File: src/rtl/barrel_pixel_fetch.sv
`default_nettype none
// ============================================================================
// Module      : barrel_pixel_fetch
// Description : Converts centred signed source coordinates from the barrel
//               distortion math stage into frame-buffer word addresses. It
//               issues in-order reads and returns the fetched pixels as an
//               in-order stream. Out-of-frame coordinates skip memory and
//               yield black. It also drives the math-stage backpressure.
// Revision    : 1.0 - initial release
// ============================================================================
module barrel_pixel_fetch #(
    parameter int WIDTH  = 960,
    parameter int HEIGHT = 1080,
    parameter int ADDR_W = 20,
    parameter int PIX_W  = 24,
    parameter int DEPTH  = 16
) (
    input  logic                clk,
    input  logic                reset,
    input  logic signed [11:0]  xIn,
    input  logic signed [11:0]  yIn,
    input  logic                addr_vld,
    output logic                mem_ready,
    output logic [ADDR_W-1:0]   rd_addr,
    output logic                rd_req,
    input  logic                rd_gnt,
    input  logic [PIX_W-1:0]    rd_data,
    input  logic                rd_dvld,
    output logic [PIX_W-1:0]    pix_out,
    output logic                pix_vld,
    input  logic                pix_rdy,
    output logic                err_spur
);

    localparam int AW = $clog2(DEPTH);
    localparam int CW = AW + 1;
    localparam logic signed [12:0] c_width  = 13'(WIDTH);
    localparam logic signed [12:0] c_height = 13'(HEIGHT);
    localparam logic signed [12:0] c_half_w = 13'(WIDTH / 2);
    localparam logic signed [12:0] c_half_h = 13'(HEIGHT / 2);
    localparam logic [CW-1:0]      c_depth  = CW'(DEPTH);
    localparam logic [CW-1:0]      c_one    = CW'(1);
    localparam logic [AW-1:0]      c_ptr1   = AW'(1);

    // Pipeline stage S1: frame-relative column/row
    logic                    r_s1_vld;
    logic signed [12:0]      r_s1_col;
    logic signed [12:0]      r_s1_row;
    // Pipeline stage S2: word address and in-bounds flag
    logic                    r_s2_vld;
    logic                    r_s2_inb;
    logic [ADDR_W-1:0]       r_s2_addr;
    // Order FIFO: one flag per accepted coordinate (1 = memory read issued)
    logic [DEPTH-1:0]        r_ord_flags;
    logic [AW-1:0]           r_ord_wr;
    logic [AW-1:0]           r_ord_rd;
    logic [CW-1:0]           r_ord_cnt;
    // Data FIFO: returned pixels
    logic [PIX_W-1:0]        r_dat_mem [DEPTH];
    logic [AW-1:0]           r_dat_wr;
    logic [AW-1:0]           r_dat_rd;
    logic [CW-1:0]           r_dat_cnt;
    // Granted in-bounds reads whose data has not yet come back
    logic [CW-1:0]           r_out_cnt;
    logic                    r_err_spur;

    logic                    w_accept;
    logic                    w_s1_inb;
    logic [ADDR_W-1:0]       w_s1_addr;
    logic                    w_s1_adv;
    logic                    w_s2_retire;
    logic                    w_ord_full;
    logic                    w_ord_push;
    logic                    w_head_flag;
    logic                    w_fire;
    logic                    w_dat_push;
    logic                    w_dat_pop;
    logic                    w_out_inc;

    // Bounds test and constant-multiply address generation from S1
    assign w_s1_inb  = !r_s1_col[12] && (r_s1_col < c_width) &&
                       !r_s1_row[12] && (r_s1_row < c_height);
    assign w_s1_addr = ADDR_W'(r_s1_row) * ADDR_W'(WIDTH) + ADDR_W'(r_s1_col);

    // Pipeline advance: an S2 entry leaves once its order flag can be pushed,
    // and an in-bounds entry additionally needs the memory grant.
    assign w_ord_full  = (r_ord_cnt == c_depth);
    assign w_s2_retire = r_s2_vld && !w_ord_full && (!r_s2_inb || rd_gnt);
    assign w_s1_adv    = r_s1_vld && (!r_s2_vld || w_s2_retire);
    assign mem_ready   = !reset && (!r_s1_vld || w_s1_adv);
    assign w_accept    = addr_vld && mem_ready;

    assign rd_req  = r_s2_vld && r_s2_inb && !w_ord_full;
    assign rd_addr = r_s2_addr;

    assign w_ord_push = w_s2_retire;
    assign w_out_inc  = w_s2_retire && r_s2_inb;
    // Returns with nothing outstanding are dropped and flagged
    assign w_dat_push = rd_dvld && (r_out_cnt != '0);

    // Output selection from the order FIFO head
    assign w_head_flag = r_ord_flags[r_ord_rd];
    assign pix_vld     = (r_ord_cnt != '0) && (!w_head_flag || (r_dat_cnt != '0));
    assign pix_out     = (pix_vld && w_head_flag) ? r_dat_mem[r_dat_rd] : '0;
    assign w_fire      = pix_vld && pix_rdy;
    assign w_dat_pop   = w_fire && w_head_flag;
    assign err_spur    = r_err_spur;

    // S1 register: capture re-centred coordinates on handshake
    always_ff @(posedge clk or posedge reset) begin
        if (reset) begin
            r_s1_vld <= 1'b0;
            r_s1_col <= '0;
            r_s1_row <= '0;
        end else if (w_accept) begin
            r_s1_vld <= 1'b1;
            r_s1_col <= {xIn[11], xIn} + c_half_w;
            r_s1_row <= {yIn[11], yIn} + c_half_h;
        end else if (w_s1_adv) begin
            r_s1_vld <= 1'b0;
        end
    end

    // S2 register: hold address until the entry retires
    always_ff @(posedge clk or posedge reset) begin
        if (reset) begin
            r_s2_vld  <= 1'b0;
            r_s2_inb  <= 1'b0;
            r_s2_addr <= '0;
        end else if (w_s1_adv) begin
            r_s2_vld  <= 1'b1;
            r_s2_inb  <= w_s1_inb;
            r_s2_addr <= w_s1_addr;
        end else if (w_s2_retire) begin
            r_s2_vld  <= 1'b0;
        end
    end

    // Order FIFO pointers, occupancy and flag storage
    always_ff @(posedge clk or posedge reset) begin
        if (reset) begin
            r_ord_flags <= '0;
            r_ord_wr    <= '0;
            r_ord_rd    <= '0;
            r_ord_cnt   <= '0;
        end else begin
            if (w_ord_push) begin
                r_ord_flags[r_ord_wr] <= r_s2_inb;
                r_ord_wr              <= r_ord_wr + c_ptr1;
            end
            if (w_fire) begin
                r_ord_rd <= r_ord_rd + c_ptr1;
            end
            case ({w_ord_push, w_fire})
                2'b10:   r_ord_cnt <= r_ord_cnt + c_one;
                2'b01:   r_ord_cnt <= r_ord_cnt - c_one;
                default: r_ord_cnt <= r_ord_cnt;
            endcase
        end
    end

    // Data FIFO storage; contents need no reset since occupancy gates use
    always_ff @(posedge clk) begin
        if (w_dat_push) begin
            r_dat_mem[r_dat_wr] <= rd_data;
        end
    end

    // Data FIFO pointers and occupancy
    always_ff @(posedge clk or posedge reset) begin
        if (reset) begin
            r_dat_wr  <= '0;
            r_dat_rd  <= '0;
            r_dat_cnt <= '0;
        end else begin
            if (w_dat_push) begin
                r_dat_wr <= r_dat_wr + c_ptr1;
            end
            if (w_dat_pop) begin
                r_dat_rd <= r_dat_rd + c_ptr1;
            end
            case ({w_dat_push, w_dat_pop})
                2'b10:   r_dat_cnt <= r_dat_cnt + c_one;
                2'b01:   r_dat_cnt <= r_dat_cnt - c_one;
                default: r_dat_cnt <= r_dat_cnt;
            endcase
        end
    end

    // Outstanding-read tracking and sticky spurious-return flag
    always_ff @(posedge clk or posedge reset) begin
        if (reset) begin
            r_out_cnt  <= '0;
            r_err_spur <= 1'b0;
        end else begin
            case ({w_out_inc, w_dat_push})
                2'b10:   r_out_cnt <= r_out_cnt + c_one;
                2'b01:   r_out_cnt <= r_out_cnt - c_one;
                default: r_out_cnt <= r_out_cnt;
            endcase
            if (rd_dvld && (r_out_cnt == '0)) begin
                r_err_spur <= 1'b1;
            end
        end
    end

endmodule
`default_nettype wire

File: config.mk
export PLATFORM = sky130hd
export DESIGN_NAME = barrel_pixel_fetch
export DESIGN_NICKNAME = d
export VERILOG_FILES = /design/src/rtl/barrel_pixel_fetch.sv
export SDC_FILE = /design/constraint.sdc
export NUM_CORES = 1
export LEC_CHECK = 0
export BUFFER_PORTS_ARGS = -buffer_cell sky130_fd_sc_hd__buf_2
export CAP_MARGIN = 20
export CORE_MARGIN = 3
export CORE_UTILIZATION = 40
export DETAILED_ROUTE_END_ITERATION = 8
export PLACE_DENSITY_LB_ADDON = 0.15
export SKIP_LAST_GASP = 1
export SLEW_MARGIN = 5
export SYNTH_ARGS = -nofsm -noshare
export SYNTH_HDL_FRONTEND = slang
export SYNTH_SLANG_ARGS = --single-unit
File: constraint.sdc
create_clock -name clk -period 5.9 [get_ports clk]
set_clock_uncertainty 0.05 [all_clocks]
set_input_delay 1.18 -clock clk [delete_from_list [all_inputs] [get_ports clk]]
set_output_delay 1.18 -clock clk [all_outputs]
set_load 0.01 [all_outputs]
# == After elaboration in Yosys (flattened, before gate mapping) ==
# Memories as Yosys holds them, arrays and structs flattened.
# Cells that the tools add are included.
# totals
regBits,97
ramBits,384
out_inout_bits,48
memories,1
# op_classes
addsub,13
n_mul,1
order_cmp,5
n_eq_ne,7
n_mux,15
reduce_logical,39
# mem_list
memory,depth,word_bits,rd,rd_clocked_by_memory_dff,wr,line,rtl
r_dat_mem,16,24,1,0,1,59,logic [PIX_W-1:0] r_dat_mem [DEPTH];
# ops
cell,count
5-bit case mux with 2 select lines,3
24-bit two-way mux,1
20-bit by 13-bit adder with 20-bit output,1
1-bit logical AND,18
"4-bit by 1-bit adder with 4-bit output, second input constant",4
16-bit bitwise mux,1
"5-bit by 1-bit adder with 5-bit output, second input constant",3
5-bit nonzero test,3
"5-bit by 1-bit subtractor with 5-bit output, second input constant",3
"13-bit by 5-bit multiplier with 14-bit output, second input constant",1
"12-bit by 10-bit adder with 13-bit output, second input constant",1
"12-bit by 11-bit adder with 13-bit output, second input constant",1
"13-bit by 11-bit less-than comparator with 1-bit output, second input constant",1
"13-bit by 12-bit less-than comparator with 1-bit output, second input constant",1
"4-bit by 5-bit less-than comparator with 1-bit output, second input constant",2
2-bit nonzero test,5
1-bit logical NOT,8
1-bit two-way mux,8
"2-bit by 1-bit equality test with 1-bit output, second input constant",3
"2-bit equality test, second input constant",3
"5-bit equality test, second input constant",1
5-bit logical NOT,1
1-bit binary-select mux with 4-bit select,1
1-bit demux with 4-bit select,1
2 further kinds,5

# == Depth between registers and ports, before layout ==
# depth
ltp_word,10
mapped_depth,19

# == Worst setup path after synthesis ==
# OpenSTA, ideal clock, no wires.
# synth_timing
kind,register -> register
from,reg r_s1_row[2]
to,"reg r_s2_addr[19], in the netlist rd_addr[19]"
setup_ns,0.120
arrival_ns,4.163
path_slack_ns,1.567
stages_incl_launch_ff,20
n_path_buf,0
period_less_slack_ns,4.333
cell_sequence,dfrtp_1 > ha_1 > inv_1 > fa_1 > fa_1 > inv_1 > ha_1 > nor2b_1 > o21ai_0 > a21boi_0 > o21ai_1 > nor2b_1 > xnor2_1 > ha_1 > nand2_1 > nor2_1 > and3_1 > o21ai_0 > a211o_1 > a31o_1
# synth_between
elab_chain_len,2
# synth_rtl
item,line,rtl
start: declaration,48,logic signed [12:0] r_s1_row;
start signal: assignment,118,"r_s1_row <= {yIn[11], yIn} + c_half_h;"
13-bit by 5-bit multiplier with 14-bit output,83,assign w_s1_addr = ADDR_W'(r_s1_row) * ADDR_W'(WIDTH) + ADDR_W'(r_s1_col);
20-bit by 13-bit adder with 20-bit output,83,
end signal: assignment,133,r_s2_addr <= w_s1_addr;
end: declaration,52,logic [ADDR_W-1:0] r_s2_addr;
# Every way passes these cells.
# A chain may end at the register's enable or synchronous reset.

# == Worst setup path in the final report ==
# layout_timing
from,reg r_ord_rd[0]
to,out pix_out[23]
# layout_between
elab_chain_len,7
# layout_rtl
item,line,rtl
start: declaration,56,logic [AW-1:0] r_ord_rd;
start signal: assignment,152,r_ord_rd <= r_ord_rd + c_ptr1;
1-bit binary-select mux with 4-bit select (*),102,assign w_head_flag = r_ord_flags[r_ord_rd];
1-bit two-way mux (not written as such) (*),102,
1-bit logical NOT,103,assign pix_vld = (r_ord_cnt != '0) && (!w_head_flag || (r_dat_cnt != '0));
1-bit logical OR,103,
1-bit logical AND,103,
1-bit logical AND (*),104,assign pix_out = (pix_vld && w_head_flag) ? r_dat_mem[r_dat_rd] : '0;
24-bit two-way mux (*),104,
end: declaration,29,"output logic [PIX_W-1:0] pix_out,"
# Every way passes the cells marked *; elsewhere a longest branch is shown, timed or not. The select of a mux whose other input is x is not followed.

==> results_dict.tcl <==
set metrics [dict create \
    clk-insertion-delay-late_ps 600 \
    crit_type "register to output pin" \
    post-route-util 0.474 \
    yosys.area.top_type_share 0.545 \
    place_area_um2 22800 \
    seqPwrFrac 0.330 \
    peakVddDrop_uv 668 \
    drc 0 \
    setup_viol 0 \
    cts_root_buf "clkbuf_16" \
    p_switching_mw 5.10 \
    fmax_ghz 0.206 \
    grt_pass1_vias 11900 \
    power.internal_mw 8.97 \
    async_reset_ff_frac 0.202 \
    rsz0062_at_grt "no" \
    grt_first_pass_wirelength_um 71600 \
    crit_path_end_kind "output pin" \
    cts_setup_buffers 0 \
    worst_hold_path.endpoint "err_spur" \
    drive_gt1_frac 0.253 \
    syn-cell-area_um2 21200 \
    hold_path.class "register to register" \
    met3_usage 0.0341 \
    track_usage 0.168 \
    slowest_stage "or3b_1" \
    layout_common_cells "edfxtp_1 (384), mux4_2 (124), nand2_1 (105)" \
    viasPerCell 5.21 \
    numCtsBuffers 52 \
    pwr-share-clk 0.233 \
    nets 1535 \
    port_buffers 101 \
    period_share 0.822 \
    clkTransAtPathRegs_ps 50 \
    final_design_area_no_fill_um2 24600 \
    routedWlPerCell_um 21.7 \
    cp.arrival_ps 3620 \
    core_um2 51800 \
    yosysWarnings 0 \
    p_comb_frac 0.438 \
    finalHoldViolations 0 \
    die_h_um 236 \
    cts.repair.resized 0 \
    start_util 0.409 \
    layout_commonest_cell "edfxtp_1" \
    power.leakage_nw 9.06 \
    cts_tree "built" \
    cp_top_family "multiplexers" \
    p_per_area_nw_per_um2 572 \
    nFillCells 4391 \
    synth.distinct_cells 55 \
    finalPower_mw 14.1 \
    drt_iter0_markers 792 \
    wl_um 45900 \
    use_met2 0.280 \
    netlist_instances 1264 \
    min_period_ps 4850 \
    fp.dieArea_um2 55700 \
    io_pins 102 \
    reg2reg_depth 19 \
    path_cells "mux4_1 > mux4_2 > or3b_1 > buf_4 > nor2b_1 > buf_2" \
    multi_input_area_um2 6780 \
    crit_buf_inv 2 \
    drt_pass1_iterations 5 \
    floorplan.rows 83 \
    met1_usage 0.230 \
    swShare 0.362 \
    slew_violations 0 \
    post-dp-hpwl_um 27900 \
    syn2layout_area_growth_pct 16.1 \
    grt_antenna_before_repair 2 \
    htree_levels 2 \
    ys.flop_type "edfxtp_1" \
    tightest_slew_ps 1200 \
    cp.required_ps 4670 \
    place_congestion 0.783 \
    seqCellArea_um2 14000 \
    timing.rr.start "r_s1_row[2]" \
    ys_seq_area_frac 0.659 \
    syn_area_per_cell_um2 16.8 \
    syn-num-nets 1406 \
    die_w_um 236 \
    cp.depth 6 \
    cts_sinks 481 \
    tns_ps 0 \
    synth_area_leader_cell "edfxtp_1" \
    synth_edf_count 384 \
    grt-busiest-layer "met2" \
    drtAntennaViolNets 0 \
    cts_hold_buf 0 \
    timing.hold.ws_ps 403 \
    cp_slowest_stage_delay_ps 640 \
    cap_viol_max_count 0 \
    min_path_cells 1 \
    start_kind "register" \
    hold_path.startpoint "err_spur" \
    relSlewSlack 0.202 \
    overflow 0 \
    ys_ff_latch 481 \
    clock_path_buffers 3 \
    path_max_fanout 16 \
    grt_max_degree 50 \
    reg2reg_to "rd_addr[19]" \
    num_vias 11000 \
    rrSetupSlack_ps 1140 \
    synthTopCellsByArea "edfxtp_1 (54%), mux4_2 (13%), dfrtp_1 (11%)" \
    status "finished clean" \
]
[stage by stage]
stage | instances | worst slack [ps]
2_1_floorplan | 1264 | 1570
3_3_place_gp | 2008 | 1260
3_5_place_dp | 2017 | 1180
4_1_cts | 2114 | 907
5_1_grt | 2116 | 790
6_report | 2117 | 1050
[worst max-delay path by stage]
stage	startpoint	endpoint
after floorplan	r_s1_row[2]	rd_addr[19]
after global placement	r_s1_row[2]	rd_addr[19]
after detailed placement	r_s1_row[2]	rd_addr[19]
after CTS	r_ord_rd[0]	pix_out[23]
after global routing	r_ord_rd[0]	pix_out[23]
final	r_ord_rd[0]	pix_out[23]
[logic make-up (layout without fill, tap and decap cells)]
kind of cell | count (synthesis) | after routing | share of synthesized area
AND/OR/NAND/NOR | 232 | 232 | 0.0516
flip-flops | 481 | 481 | 0.659
multiplexers | 146 | 146 | 0.144
XOR/XNOR | 57 | 57 | 0.0236
buffers and inverters | 137 | 309 | 0.0259
other | 0 | 1 | 0
AO/OA/AOI/OAI | 123 | 123 | 0.0352
adder cells (fa/ha/maj) | 88 | 88 | 0.0605
[final cells by class]
type                    count  share of cell area
multi-input cells         646               0.276
clock buffers              65              0.0569
inverters                  83              0.0128
repair buffers            129              0.0372
flip-flops and latches    481               0.568
diodes                      1            0.000102
well taps                 680              0.0346
clock inverters            32              0.0146
[state kept, by name, summed over array words and instances (netlist names), 4 cells and up]
register and flops:
r_out_cnt 5, r_ord_wr 4, r_s1_col 13, r_ord_cnt 5, r_dat_cnt 5, r_s1_row 13
r_ord_rd 4, r_dat_mem 384, r_ord_flags 16, r_dat_wr 4, r_dat_rd 4, rd_addr 20
[cells in the mapped netlist (26+ instances only)]
library cell / count
mux4_2: 124
clkbuf_1: 27
nor2_1: 31
o21ai_1: 30
nor2b_1: 29
edfxtp_1: 384
inv_1: 81
xnor2_1: 36
a21oi_1: 26
dfrtp_1: 97
nand2_1: 105
ha_1: 64
[per-layer routing]
metal / vias up / part of all wire / wire (um)
li1: 5075 / - / -
met1: 5667 / 0.44 / 20100
met2: 237 / 0.49 / 22700
met3: 55 / 0.051 / 2360
met4: 2 / 0.016 / 721
met5: - / 0.00044 / 20
[power groups by stage]
stage	clock, mW	sequential (mW)	combinational (mW)
after CTS	3.37	4.65	6.26
after global placement	0	4.71	6.16
final	3.28	4.64	6.16
after detailed placement	0	4.72	6.22
after global routing	3.51	4.71	7.01
after floorplan	0	4.50	4.82
Power figures use the tool's default switching activity.
